===== src/rtl/usb_ft232h_bus_arb_if.sv =====
// Signal bundle between the FT232H pads, the local RX/TX FIFOs and the bus arbiter.
// With USB_ARB_STATS_EN defined it also carries the transfer/switch statistics outputs.
`timescale 1ns/1ps

interface usb_ft232h_bus_arb_if;
  logic       usb_rxf_n_i;
  logic       usb_txe_n_i;
  logic [7:0] usb_data_i;
  logic [7:0] usb_data_o;
  logic       usb_data_oe_o;
  logic       usb_rd_n_o;
  logic       usb_oe_n_o;
  logic       usb_wr_n_o;
  logic       rx_full_i;
  logic       rx_wrreq_o;
  logic [7:0] rx_data_o;
  logic       tx_empty_i;
  logic [7:0] tx_q_i;
  logic       tx_rdreq_o;
  logic       busy_o;
`ifdef USB_ARB_STATS_EN
  logic [31:0] rx_count_o;
  logic [31:0] tx_count_o;
  logic [15:0] switch_count_o;
`endif

  modport master (
    input  usb_rxf_n_i, usb_txe_n_i, usb_data_i, rx_full_i, tx_empty_i, tx_q_i,
    output usb_data_o, usb_data_oe_o, usb_rd_n_o, usb_oe_n_o, usb_wr_n_o,
           rx_wrreq_o, rx_data_o, tx_rdreq_o, busy_o
`ifdef USB_ARB_STATS_EN
    , output rx_count_o, tx_count_o, switch_count_o
`endif
  );

  modport slave (
    output usb_rxf_n_i, usb_txe_n_i, usb_data_i, rx_full_i, tx_empty_i, tx_q_i,
    input  usb_data_o, usb_data_oe_o, usb_rd_n_o, usb_oe_n_o, usb_wr_n_o,
           rx_wrreq_o, rx_data_o, tx_rdreq_o, busy_o
`ifdef USB_ARB_STATS_EN
    , input rx_count_o, tx_count_o, switch_count_o
`endif
  );
endinterface


===== src/rtl/usb_ft232h_bus_arb.sv =====
// Half-duplex scheduler for the FT232H 245 synchronous FIFO bus (usb_clk domain).
// Optional macro USB_ARB_STATS_EN adds byte counters and a forced-switch counter.
`timescale 1ns/1ps

// state       | meaning
// ST_IDLE     | bus released, choosing a direction
// ST_RX_OE    | FT232H drives the bus (oe_n low), no read strobe yet
// ST_RX_BURST | host->FPGA bytes, one per edge while rx pending
// ST_TX_BURST | FPGA drives bus, one byte per edge while tx pending
// ST_TURN     | one idle cycle for bus turnaround
module usb_ft232h_bus_arb #(
  parameter int unsigned MAX_BURST = 64,
  parameter bit          TX_FIRST  = 1'b0
) (
  input logic                   usb_clk_i,
  input logic                   nrst,
  usb_ft232h_bus_arb_if.master  bus
);

  typedef enum logic [2:0] {
    ST_IDLE,
    ST_RX_OE,
    ST_RX_BURST,
    ST_TX_BURST,
    ST_TURN
  } state_e;

  localparam logic       DIR_RX     = 1'b0;
  localparam logic       DIR_TX     = 1'b1;
  localparam logic [7:0] BURST_LAST = 8'(MAX_BURST - 1);

  state_e     state_q, state_d;
  logic [7:0] burst_cnt_q, burst_cnt_d;
  logic       last_dir_q, last_dir_d;
  logic       dir_valid_q, dir_valid_d;

  logic       rx_pend, tx_pend;
  logic       grant_tx;
  logic       at_limit;
  logic       limit_exit;
  logic       rd_n, oe_n, wr_n, data_oe, rx_wrreq, tx_rdreq;
  logic [7:0] data_out;

  assign rx_pend  = !bus.usb_rxf_n_i && !bus.rx_full_i;
  assign tx_pend  = !bus.usb_txe_n_i && !bus.tx_empty_i;
  assign at_limit = (burst_cnt_q == BURST_LAST);
  // Until a burst has completed, last_dir carries no history, so TX_FIRST decides.
  assign grant_tx = dir_valid_q ? (last_dir_q == DIR_RX) : TX_FIRST;

  always_ff @(posedge usb_clk_i or negedge nrst) begin
    if (!nrst) begin
      state_q     <= ST_IDLE;
      burst_cnt_q <= 8'd0;
      last_dir_q  <= DIR_RX;
      dir_valid_q <= 1'b0;
    end else begin
      state_q     <= state_d;
      burst_cnt_q <= burst_cnt_d;
      last_dir_q  <= last_dir_d;
      dir_valid_q <= dir_valid_d;
    end
  end

  always_comb begin
    state_d     = state_q;
    burst_cnt_d = burst_cnt_q;
    last_dir_d  = last_dir_q;
    dir_valid_d = dir_valid_q;
    limit_exit  = 1'b0;
    rd_n        = 1'b1;
    oe_n        = 1'b1;
    wr_n        = 1'b1;
    data_oe     = 1'b0;
    rx_wrreq    = 1'b0;
    tx_rdreq    = 1'b0;
    data_out    = 8'h00;

    case (state_q)
      ST_IDLE: begin
        burst_cnt_d = 8'd0;
        if (rx_pend && tx_pend) begin
          state_d = grant_tx ? ST_TX_BURST : ST_RX_OE;
        end else if (rx_pend) begin
          state_d = ST_RX_OE;
        end else if (tx_pend) begin
          state_d = ST_TX_BURST;
        end
      end

      ST_RX_OE: begin
        oe_n    = 1'b0;
        state_d = ST_RX_BURST;
      end

      ST_RX_BURST: begin
        oe_n     = 1'b0;
        rd_n     = !rx_pend;
        rx_wrreq = rx_pend;
        if (rx_pend) begin
          // Counter holds at the limit so a long unopposed burst never wraps it.
          if (!at_limit) begin
            burst_cnt_d = burst_cnt_q + 8'd1;
          end
          if (at_limit && tx_pend) begin
            limit_exit  = 1'b1;
            state_d     = ST_TURN;
            last_dir_d  = DIR_RX;
            dir_valid_d = 1'b1;
          end
        end else begin
          state_d     = ST_TURN;
          last_dir_d  = DIR_RX;
          dir_valid_d = 1'b1;
        end
      end

      ST_TX_BURST: begin
        data_oe  = 1'b1;
        data_out = bus.tx_q_i;
        wr_n     = !tx_pend;
        tx_rdreq = tx_pend;
        if (tx_pend) begin
          if (!at_limit) begin
            burst_cnt_d = burst_cnt_q + 8'd1;
          end
          if (at_limit && rx_pend) begin
            limit_exit  = 1'b1;
            state_d     = ST_TURN;
            last_dir_d  = DIR_TX;
            dir_valid_d = 1'b1;
          end
        end else begin
          state_d     = ST_TURN;
          last_dir_d  = DIR_TX;
          dir_valid_d = 1'b1;
        end
      end

      ST_TURN: begin
        burst_cnt_d = 8'd0;
        state_d     = ST_IDLE;
      end

      default: begin
        burst_cnt_d = 8'd0;
        state_d     = ST_IDLE;
      end
    endcase
  end

  assign bus.usb_data_o    = data_out;
  assign bus.usb_data_oe_o = data_oe;
  assign bus.usb_rd_n_o    = rd_n;
  assign bus.usb_oe_n_o    = oe_n;
  assign bus.usb_wr_n_o    = wr_n;
  assign bus.rx_wrreq_o    = rx_wrreq;
  assign bus.rx_data_o     = bus.usb_data_i;
  assign bus.tx_rdreq_o    = tx_rdreq;
  assign bus.busy_o        = (state_q != ST_IDLE);

`ifdef USB_ARB_STATS_EN
  logic [31:0] rx_count_q, rx_count_d;
  logic [31:0] tx_count_q, tx_count_d;
  logic [15:0] switch_count_q, switch_count_d;

  always_ff @(posedge usb_clk_i or negedge nrst) begin
    if (!nrst) begin
      rx_count_q     <= 32'd0;
      tx_count_q     <= 32'd0;
      switch_count_q <= 16'd0;
    end else begin
      rx_count_q     <= rx_count_d;
      tx_count_q     <= tx_count_d;
      switch_count_q <= switch_count_d;
    end
  end

  always_comb begin
    rx_count_d     = rx_count_q;
    tx_count_d     = tx_count_q;
    switch_count_d = switch_count_q;
    if (rx_wrreq) begin
      rx_count_d = rx_count_q + 32'd1;
    end
    if (tx_rdreq) begin
      tx_count_d = tx_count_q + 32'd1;
    end
    if (limit_exit && (switch_count_q != 16'hFFFF)) begin
      switch_count_d = switch_count_q + 16'd1;
    end
  end

  assign bus.rx_count_o     = rx_count_q;
  assign bus.tx_count_o     = tx_count_q;
  assign bus.switch_count_o = switch_count_q;
`endif

endmodule


===== src/flat_wrapper.sv =====
// flat-port wrapper written by rule: the top's interface ports become plain ports
module usb_ft232h_bus_arb_flat 
#(
  parameter int unsigned MAX_BURST = 64,
  parameter bit          TX_FIRST  = 1'b0
)
  (usb_clk_i, nrst, bus_usb_rxf_n_i, bus_usb_txe_n_i, bus_usb_data_i, bus_rx_full_i, bus_tx_empty_i, bus_tx_q_i, bus_usb_data_o, bus_usb_data_oe_o, bus_usb_rd_n_o, bus_usb_oe_n_o, bus_usb_wr_n_o, bus_rx_wrreq_o, bus_rx_data_o, bus_tx_rdreq_o, bus_busy_o);
  usb_ft232h_bus_arb_if bus_i ();
  input logic usb_clk_i;
  input logic nrst;
  input wire logic [$bits(bus_i.usb_rxf_n_i)-1:0] bus_usb_rxf_n_i;
  input wire logic [$bits(bus_i.usb_txe_n_i)-1:0] bus_usb_txe_n_i;
  input wire logic [$bits(bus_i.usb_data_i)-1:0] bus_usb_data_i;
  input wire logic [$bits(bus_i.rx_full_i)-1:0] bus_rx_full_i;
  input wire logic [$bits(bus_i.tx_empty_i)-1:0] bus_tx_empty_i;
  input wire logic [$bits(bus_i.tx_q_i)-1:0] bus_tx_q_i;
  output wire logic [$bits(bus_i.usb_data_o)-1:0] bus_usb_data_o;
  output wire logic [$bits(bus_i.usb_data_oe_o)-1:0] bus_usb_data_oe_o;
  output wire logic [$bits(bus_i.usb_rd_n_o)-1:0] bus_usb_rd_n_o;
  output wire logic [$bits(bus_i.usb_oe_n_o)-1:0] bus_usb_oe_n_o;
  output wire logic [$bits(bus_i.usb_wr_n_o)-1:0] bus_usb_wr_n_o;
  output wire logic [$bits(bus_i.rx_wrreq_o)-1:0] bus_rx_wrreq_o;
  output wire logic [$bits(bus_i.rx_data_o)-1:0] bus_rx_data_o;
  output wire logic [$bits(bus_i.tx_rdreq_o)-1:0] bus_tx_rdreq_o;
  output wire logic [$bits(bus_i.busy_o)-1:0] bus_busy_o;
  assign bus_i.usb_rxf_n_i = bus_usb_rxf_n_i;
  assign bus_i.usb_txe_n_i = bus_usb_txe_n_i;
  assign bus_i.usb_data_i = bus_usb_data_i;
  assign bus_i.rx_full_i = bus_rx_full_i;
  assign bus_i.tx_empty_i = bus_tx_empty_i;
  assign bus_i.tx_q_i = bus_tx_q_i;
  assign bus_usb_data_o = bus_i.usb_data_o;
  assign bus_usb_data_oe_o = bus_i.usb_data_oe_o;
  assign bus_usb_rd_n_o = bus_i.usb_rd_n_o;
  assign bus_usb_oe_n_o = bus_i.usb_oe_n_o;
  assign bus_usb_wr_n_o = bus_i.usb_wr_n_o;
  assign bus_rx_wrreq_o = bus_i.rx_wrreq_o;
  assign bus_rx_data_o = bus_i.rx_data_o;
  assign bus_tx_rdreq_o = bus_i.tx_rdreq_o;
  assign bus_busy_o = bus_i.busy_o;
  usb_ft232h_bus_arb #(.MAX_BURST(MAX_BURST), .TX_FIRST(TX_FIRST)) u_core (.usb_clk_i(usb_clk_i), .nrst(nrst), .bus(bus_i));
endmodule

===== config.mk =====
export PLATFORM = sky130hd
export DESIGN_NAME = usb_ft232h_bus_arb_flat
export DESIGN_NICKNAME = d
export VERILOG_FILES = /design/src/rtl/usb_ft232h_bus_arb_if.sv /design/src/rtl/usb_ft232h_bus_arb.sv /design/src/flat_wrapper.sv
export SDC_FILE = /design/constraint.sdc
export NUM_CORES = 1
export LEC_CHECK = 0
export ABC_CLOCK_PERIOD_IN_PS = 3000
export BUFFER_PORTS_ARGS = -buffer_cell sky130_fd_sc_hd__buf_2
export CORE_MARGIN = 3
export CORE_UTILIZATION = 49
export CTS_CLUSTER_SIZE = 14
export DETAILED_ROUTE_END_ITERATION = 6
export PLACE_DENSITY = 0.83
export SYNTH_ARGS = -nofsm -noshare
export SYNTH_HDL_FRONTEND = slang
export SYNTH_SLANG_ARGS = --single-unit

===== constraint.sdc =====
create_clock -name usb_clk_i -period 3 [get_ports usb_clk_i]
set_input_delay 0.45 -clock usb_clk_i [delete_from_list [all_inputs] [get_ports usb_clk_i]]
set_output_delay 0.45 -clock usb_clk_i [all_outputs]
set_load 0.01 [all_outputs]

Yosys cells after proc, flatten, opt, wreduce, memory -nomap -nowiden

Cells that the tools add are included.

Bits of input ports: 22
Output and inout port bits: 23
Register bits: 13

Reductions and logical operators: 18
Bitwise gates (word level): 2
Add/sub/neg operators: 1
Eq/ne operators: 9
Mux-type cells: 29

Operator list:

| operator                                                                | count |
|---|---|
| 8-bit two-way mux                                                       | 4 |
| 8-bit one-hot mux with 3 select lines                                   | 1 |
| 3-bit two-way mux                                                       | 7 |
| 1-bit two-way mux                                                       | 13 |
| 3-bit one-hot mux with 4 select lines                                   | 1 |
| 3-bit AND reduction                                                     | 3 |
| 8-bit by 1-bit adder with 8-bit output, second input constant           | 1 |
| 8-bit by 6-bit == test with 1-bit output, second input constant         | 1 |
| 3-bit by 2-bit == test with 1-bit output, second input constant         | 2 |
| 1-bit zero test                                                         | 6 |
| 3-bit inequality test, second input constant                            | 2 |
| 1-bit logical AND                                                       | 5 |
| 2-bit by 1-bit inequality test with 1-bit output, second input constant | 2 |
| 4-bit by 1-bit inequality test with 1-bit output, second input constant | 1 |
| 1-bit one-hot mux with 2 select lines                                   | 2 |
| 3-bit by 1-bit == test with 1-bit output, second input constant         | 1 |
| 3-bit zero test                                                         | 1 |
| 3-bit nonzero test                                                      | 1 |
| 2-bit two-way mux                                                       | 1 |
| 1-bit NOT                                                               | 2 |
| 2-bit nonzero test                                                      | 1 |
| 2-bit OR reduction                                                      | 1 |

Logic depth before layout (Yosys ltp)

Gate-level depths: netlist of the first run.

Depth after elaboration: 6
Gate-level depth with buffers: 6
Mapped depth without buffers: 5

Worst setup path before layout of the first run

No wires, ideal clock.

Path kind: reg-to-reg
Start point: register u_core.state_q[0]
End point: register u_core.burst_cnt_q[4]
Data arrival time: 1,787 ps
Required time: 2,931 ps
Library setup time: 69 ps
Path slack: 1,144 ps
Clock period less this slack: 1,856 ps
Cell stages (with the launch flop): 6
Buffers on the path: 1
Cells stage by stage: dfrtp_1 -> buf_6 -> or3_1 -> a221o_1 -> or4_1 -> nand3_1

Cells in the longest elaborated chain, start to end: 3
Elaborated cells between the ends (all ways): 8
Those cells by class: 5 x eq/ne; 1 x mux; 1 x bitwise; 1 x reduce/logical

RTL lines:

| element                                                                                              | RTL line                 | source |
|---|---|---|
| start, declared                                                                                      | usb_ft232h_bus_arb.sv:32 | `state_e state_q, state_d;` |
| start signal, assigned                                                                               | usb_ft232h_bus_arb.sv:57 | `state_q <= state_d;` |
| 3-bit by 2-bit == test with 1-bit output or 3-bit by 1-bit == test with 1-bit output (tied branches) | usb_ft232h_bus_arb.sv:78 | `case (state_q)` |
| 2-bit by 1-bit inequality test with 1-bit output (no source line) or 1-bit NOT (tied branches)       | --                       |  |
| 3-bit AND reduction (no source line)                                                                 | --                       |  |
| end signal, assigned                                                                                 | usb_ft232h_bus_arb.sv:58 | `burst_cnt_q <= burst_cnt_d;` |
| end, declared                                                                                        | usb_ft232h_bus_arb.sv:33 | `logic [7:0] burst_cnt_q, burst_cnt_d;` |

Parallel ways exist; a longest one is shown, timed or not.
A chain may end at the register's enable or synchronous reset.

Final worst setup path of the first run

Start point: register u_core.state_q[1]
End point: output bus_rx_wrreq_o

Cells in the longest elaborated chain, start to end: 2

RTL lines:

| element                                  | RTL line                 | source |
|---|---|---|
| 3-bit by 2-bit == test with 1-bit output | usb_ft232h_bus_arb.sv:78 |  |
| 1-bit two-way mux                        | usb_ft232h_bus_arb.sv:78 |  |
| end, declared                            | flat_wrapper.sv:22       | `output wire logic [$bits(bus_i.rx_wrreq_o)-1:0] bus_rx_wrreq_o;` |

Every way passes these cells.

==> reports/summary.txt, run 1 <==
outcome: completed
launch point of the worst reg-to-reg path: u_core.state_q[0]
number of global-route vias before repair: 801
setup-violating endpoint count in the final report: 0
count of buffers added by post-CTS timing repair for setup: 0
classification of the worst setup path: register to primary output
number of rows created at floorplan: 15
die outline area: 0.002575 mm^2
worst skew pair latency: 0.28 ns
hold_buf cts: 0
Post-synth EDFFs: 0
class of the tightest hold or removal check: primary input to asynchronous set/reset pin
via count: 949
Critical Path Start Type: register
placeable core area: 0.001802 mm^2
CTS Root Cell: clkbuf_4
detail-routed via count per cell: 5.858
ratio of cells with drive above 1 in the final layout: 29.93%
first-pass GRT wire length: 3677 um
post-synth top area share: 33.16%
post-synthesis cell type with the largest combined area: dfrtp_1
clock buffer count from CTS: 3
RSZ-0062 raised after global routing: false
Max Clk Rate: 0.4554 GHz
die span in x: 50.74 um
Post-Place Cells: 158
total power: 0.0007010 W
average cell area after synthesis: 8.384 um^2
clock-pin slew of the registers on the worst-case setup and hold paths: 0.08 ns
H-tree depth: 1
First-pass DRT Iterations: 6
kind of end point of the critical path: primary output
peak supply drop: 0.3309 mV
Syn-to-layout area delta: 10.59%
setup TNS after final layout: 0 ns
largest net degree at the start of global routing: 19
synthesized flop and latch total: 13
wire length reported by the detailed router: 2283 um
Final Max Slew Viols: 0
arrival time of data at the critical path endpoint: 1.75 ns
reg-to-reg endpoint: u_core.burst_cnt_q[4]
number of antenna violations at the first check in global routing: 0
area of the mapped netlist: 980.9 um^2
maximum buffer depth of the clock tree: 2
number of hold violations in the final report: 0
worst clock skew: 0.007695 ns
largest fanout of any net on the critical path: 12
max capacitance violation total: 0
post-DR wirelength/cell: 14.09 um
overall global routing resource usage: 18.96%
number of clock sinks seen by CTS: 13
Post-layout nets: 161
Worst Reg-to-Reg Cells: 4
TritonCTS clock tree: done
die height: 50.74 um
R2R setup slack: 0.88 ns
total power divided by cell area: 646.2 mW/mm^2
final instance count without filler cells: 162
Worst slew margin: 57.91%
portion of the post-synthesis area used by sequential elements: 33.16%
top cells by area, synth: dfrtp_1, buf_4, and3_1
flip-flop cell with the highest count after synthesis: dfrtp_1
# resized after CTS: 0
leakage power total: 0.5365 nW
required time at the worst-slack endpoint: 2.55 ns
Syn. warnings: 0
share of async-settable or async-resettable flops after synthesis: 100.0%
Iteration-0 DRC Markers: 33
worst hold slack after final layout: 0.04253 ns
final routed DRC violation total: 0
portion of the clock cycle consumed by the worst path in the final layout: 73.19%
number of antenna repair diodes: 0
count of buffers from port buffering: 28
Post-Syn Nets: 140
aggregate global routing overflow: 0
Detail Route Antenna Nets: 0
Initial Util: 54.44%
RePlAce Congestion: 0.8508
fin crit period: 2.196 ns
number of standard cells after synthesis: 117
number of top-level pins: 45
distinct cell type count of the synthesized netlist: 39
Slew @ Worst Pin: 0.6300 ns
half-perimeter wire length after placement: 1802 um
==> layout by cell type, fill, tap and decap left out, drive strengths merged, types with 2 or more instances in the layout <==
cell type   n
a211oi      2
a21oi       7
a221o       2
a31o        2
and2        2
and3        9
buf        29
clkbuf      4
dfrtp      13
inv         7
nand2       8
nand2b      2
nand3       6
nor2        7
nor3        3
nor3b       2
o211ai      4
o21ai       6
or2         2
or3         2
or4         2
==> state kept, by name (all words and copies together) (netlist names) <==
register	count
u_core.last_dir_q	1
u_core.dir_valid_q	1
u_core.state_q	3
u_core.burst_cnt_q	8
==> synthesized netlist by cell type (2+ instances only) <==
cell type and number:
a211oi_1 2, a21oi_1 7, a221o_1 2, a31o_2 2, and2_1 2, and3_1 9
buf_4 8, buf_6 3, clkbuf_1 2, dfrtp_1 13, inv_1 7, nand2_1 8
nand2b_1 2, nand3_1 6, nor2_1 7, nor3_1 3, nor3b_1 2, o211ai_1 4
o21ai_0 6, or2_2 2, or4_1 2
==> layout make-up <==
cell class / instances / area [um^2]
fill: 170 / 716.9
clock buffer: 4 / 26.28
inverter: 7 / 26.28
tap: 25 / 31.28
multi-input combinational: 84 / 528.0
sequential: 13 / 325.3
timing repair buffer: 29 / 147.6
==> logic make-up (layout without fill, tap and decap cells) <==
family / count (synthesis) / in the layout / synth area share, %
AND/OR/NAND/NOR: 50 / 50 / 28.57
AO/OA/AOI/OAI: 31 / 31 / 21.94
buffers and inverters: 20 / 40 / 13.01
flip-flops: 13 / 13 / 33.16
adder cells (fa/ha/maj): 1 / 1 / 1.275
XOR/XNOR: 1 / 1 / 0.8930
multiplexers: 1 / 1 / 1.148
==> layer usage <==
layer | vias up | part of all wire (%) | global-route usage (%)
li1 | 461 | - | -
met1 | 437 | 43 | 25.69
met2 | 47 | 46 | 27.61
met3 | 4 | 10 | 6.528
met4 | 0 | 0.61 | 7.175
met5 | - | 0 | 0
==> worst max-delay path, stage by stage, from the launching register on <==
cell,delay (ns)
dfrtp_1,0.50
nor2b_1,0.43
buf_4,0.27
nand2_1,0.08
inv_1,0.06
buf_2,0.12
==> stage by stage <==
| step | util (%) | setup slack (ns) | cell area (um^2) |
|---|---|---|---|
| floorplan | - | 1.144 | 980.9 |
| global placement | 58.75 | 0.9726 | 1059 |
| detailed placement | 58.75 | 0.9001 | 1059 |
| CTS | 60.21 | 0.8472 | 1085 |
| global route | 60.21 | 0.6902 | 1085 |
| finish | 60.21 | 0.8043 | 1085 |
==> how the worst max path moves through the flow <==
stage / startpoint / end / cells past startpoint / slack, ns
finish: u_core.state_q[1] / bus_rx_wrreq_o / 5 / 0.80
global route: u_core.state_q[1] / bus_rx_wrreq_o / 5 / 0.69
CTS: u_core.state_q[1] / bus_rx_wrreq_o / 5 / 0.85
detailed placement: u_core.state_q[0] / u_core.burst_cnt_q[4] / 4 / 0.90
global placement: u_core.state_q[0] / u_core.burst_cnt_q[4] / 4 / 0.97
floorplan: u_core.state_q[0] / u_core.burst_cnt_q[4] / 5 / 1.14
==> where the power goes <==
group,leakage (nW),internal [W],switching [W]
Combinational,0.352,0.000142,0.000185
Sequential,0.170,0.000207,0.0000595
Clock,0.0150,0.0000516,0.0000557
No activity file was read; power rests on OpenSTA's default activity.
==> run 2, diff against run 1 <==
ABC_CLOCK_PERIOD_IN_PS = 1800   (was 3000)
CORE_UTILIZATION = 41   (was 49)
PLACE_DENSITY = 0.74   (was 0.83)
clock period = 1.8 ns   (was 3 ns; I/O delays follow)
==> run 2 against run 1 <==
Compared with the run above:
- register-to-register slack got worse by 0.83 ns
- non-clock buffer count rose by 12
- largest power group unchanged
- critical endpoint is now u_core.burst_cnt_q[4]
- count of clock-buffer cells in the layout fell by 1
- power rose by 85%
- global-route usage fell by 1.6 points
- sequential cell count did not move
- clock power rose by 74%
- die area rose by 17%
==> reports/summary.txt, run 2 (same netlist as run 1, synthesis figures left out) <==
kind of end point of the critical path: register
arrival time of data at the critical path endpoint: 1.97 ns (+0.22 ns)
Slew @ Worst Pin: 0.6545 ns (+0.02450 ns)
die span in x: 54.92 um (+8.2%)
detail-routed via count per cell: 5.757 (-1.7%)
Biggest register: u_core.burst_cnt_q
Iteration-0 DRC Markers: 45 (+36%)
largest net degree at the start of global routing: 20 (+1)
gate family responsible for the most delay along the worst path: simple AND/OR/NAND/NOR gates
number of hold violations in the final report: 0 (unchanged)
Detail Route Antenna Nets: 0 (unchanged)
peak supply drop: 0.6695 mV (+100%)
most frequent standard cell in the layout excluding fill and tap cells: buf_2
ratio of cells with drive above 1 in the final layout: 40.94% (+11 points)
worst skew pair latency: 0.28 ns (about the same)
wire length reported by the detailed router: 2527 um (+11%)
final cell area excluding filler cells: 0.001222 mm^2 (+13%)
Initial Util: 43.92% (-11 points)
first-pass GRT wire length: 3698 um (+0.57%)
required time at the worst-slack endpoint: 2.02 ns (-0.53 ns)
total power divided by cell area: 1060 mW/mm^2 (+64%)
leading cell types in the layout, fill and taps excluded: buf_2, dfrtp_1, buf_4
RSZ-0062 raised after global routing: true
portion of the clock cycle consumed by the worst path in the final layout: 96.98%
TritonCTS clock tree: done
First-pass DRT Iterations: 5 (-1)
clock buffer count from CTS: 3 (unchanged)
number of rows created at floorplan: 17 (+2)
setup TNS after final layout: 0 ns (unchanged)
Critical Path Start Type: register
library cell contributing the largest single delay on the critical path: dfrtp_1
total power: 0.001296 W (+85%)
number of top-level pins: 45 (unchanged)
Worst slew margin: 56.03% (-1.9 points)
Post-layout nets: 173 (+7.5%)
number of flip-flops in the largest register: 8 (unchanged)
Max Clk Rate: 0.5728 GHz
number of antenna repair diodes: 0 (unchanged)
H-tree depth: 1 (unchanged)
list of cells traversed by the critical path: or3b_4, a221o_1, or4_1, nand3_1
outcome: completed
registers with the most flip-flops: u_core.burst_cnt_q x8, u_core.state_q x3
final routed DRC violation total: 0 (unchanged)
die height: 54.92 um (+8.2%)
aggregate global routing overflow: 0 (unchanged)
RePlAce Congestion: 0.9866 (+16%)
worst clock skew: 0.005524 ns (-0.002171 ns)
post-DR wirelength/cell: 14.28 um (+1.3%)
fin crit period: 1.746 ns
clock-pin slew of the registers on the worst-case setup and hold paths: 0.09 ns (about the same)
die outline area: 0.003016 mm^2 (+17%)
maximum buffer depth of the clock tree: 2 (unchanged)
number of global-route vias before repair: 829 (+3.5%)
CTS Root Cell: clkbuf_4
count of buffers from port buffering: 28 (unchanged)
worst path buffer plus inverter count: 0 (-3)
class of the tightest hold or removal check: primary input to asynchronous set/reset pin
overall global routing resource usage: 17.37% (-1.6 points)
Syn-to-layout area delta: 24.62%
largest fanout of any net on the critical path: 4 (-8)
via count: 1019 (+7.4%)
classification of the worst setup path: register to register
crit-path max cell delay: 0.42 ns (-0.08 ns)
half-perimeter wire length after placement: 1982 um (+10%)
Final Max Slew Viols: 0 (unchanged)
leakage power total: 0.6089 nW (+13%)
number of clock sinks seen by CTS: 13 (unchanged)
placed standard-cell area: 0.001127 mm^2 (+6.5%)
placeable core area: 0.002233 mm^2 (+24%)
number of antenna violations at the first check in global routing: 0 (unchanged)
setup-violating endpoint count in the final report: 0 (unchanged)
max capacitance violation total: 0 (unchanged)
run 2: path summary, 6_finish.rpt:
check,from,to,slack [ns],cells past startpoint
min in group usb_clk_i,bus_usb_rxf_n_i,u_core.last_dir_q,0.40,4
hold reg to reg,u_core.dir_valid_q,u_core.dir_valid_q,0.49,1
hold / removal,nrst,u_core.state_q[1],0.39,2
setup reg to reg,u_core.state_q[0],u_core.burst_cnt_q[4],0.05,4
setup / recovery,u_core.state_q[0],u_core.burst_cnt_q[4],0.05,4
max in group asynchronous,nrst,u_core.state_q[2],1.16,2
run 2: layout make-up:
type	count	area (um^2)
clock inverters	1	5.005
inverters	7	26.28
repair buffers	41	247.7
fillers	200	1011
clock buffers	3	22.52
flip-flops and latches	13	327.8
multi-input cells	84	558.0
well taps	28	35.03
run 2: where the power goes:
group	switching [W]	internal, W
clock	0.000103	0.0000826
sequential	0.0000664	0.000350
combinational	0.000374	0.000319
run 2: what timing repair did:
action | CTS | global route
hold endpoints to repair | 13 | 0
pin swaps | 2 | 2
setup endpoints to repair | 12 | 17
gates resized for setup | 4 | 8
buffers inserted | 0 | 3
hold buffers | 1 | 0
run 2: through the flow:
| step | setup slack [ns] | cells | hold WS [ns] | utilization [%] |
|---|---|---|---|---|
| CTS | 0.01336 | 174 | 0.3891 | 52.66 |
| global placement | 0.04288 | 169 | 0.1714 | 50.48 |
| global route | -0.02627 | 177 | 0.4192 | 54.73 |
| detailed placement | 0.007628 | 169 | 0.1729 | 50.48 |
| finish | 0.05430 | 177 | 0.3940 | 54.73 |
| floorplan | 0.01111 | 117 | -0.02559 | - |
run 2: layer usage:
metal / track usage, % / vias to the layer above / part of all wire (%)
met1: 22.22 / 496 / 43
met3: 4.558 / 5 / 5.9
met4: 7.692 / 0 / 1.3
met5: 0 / - / 0
met2: 27.36 / 35 / 50
li1: - / 483 / -
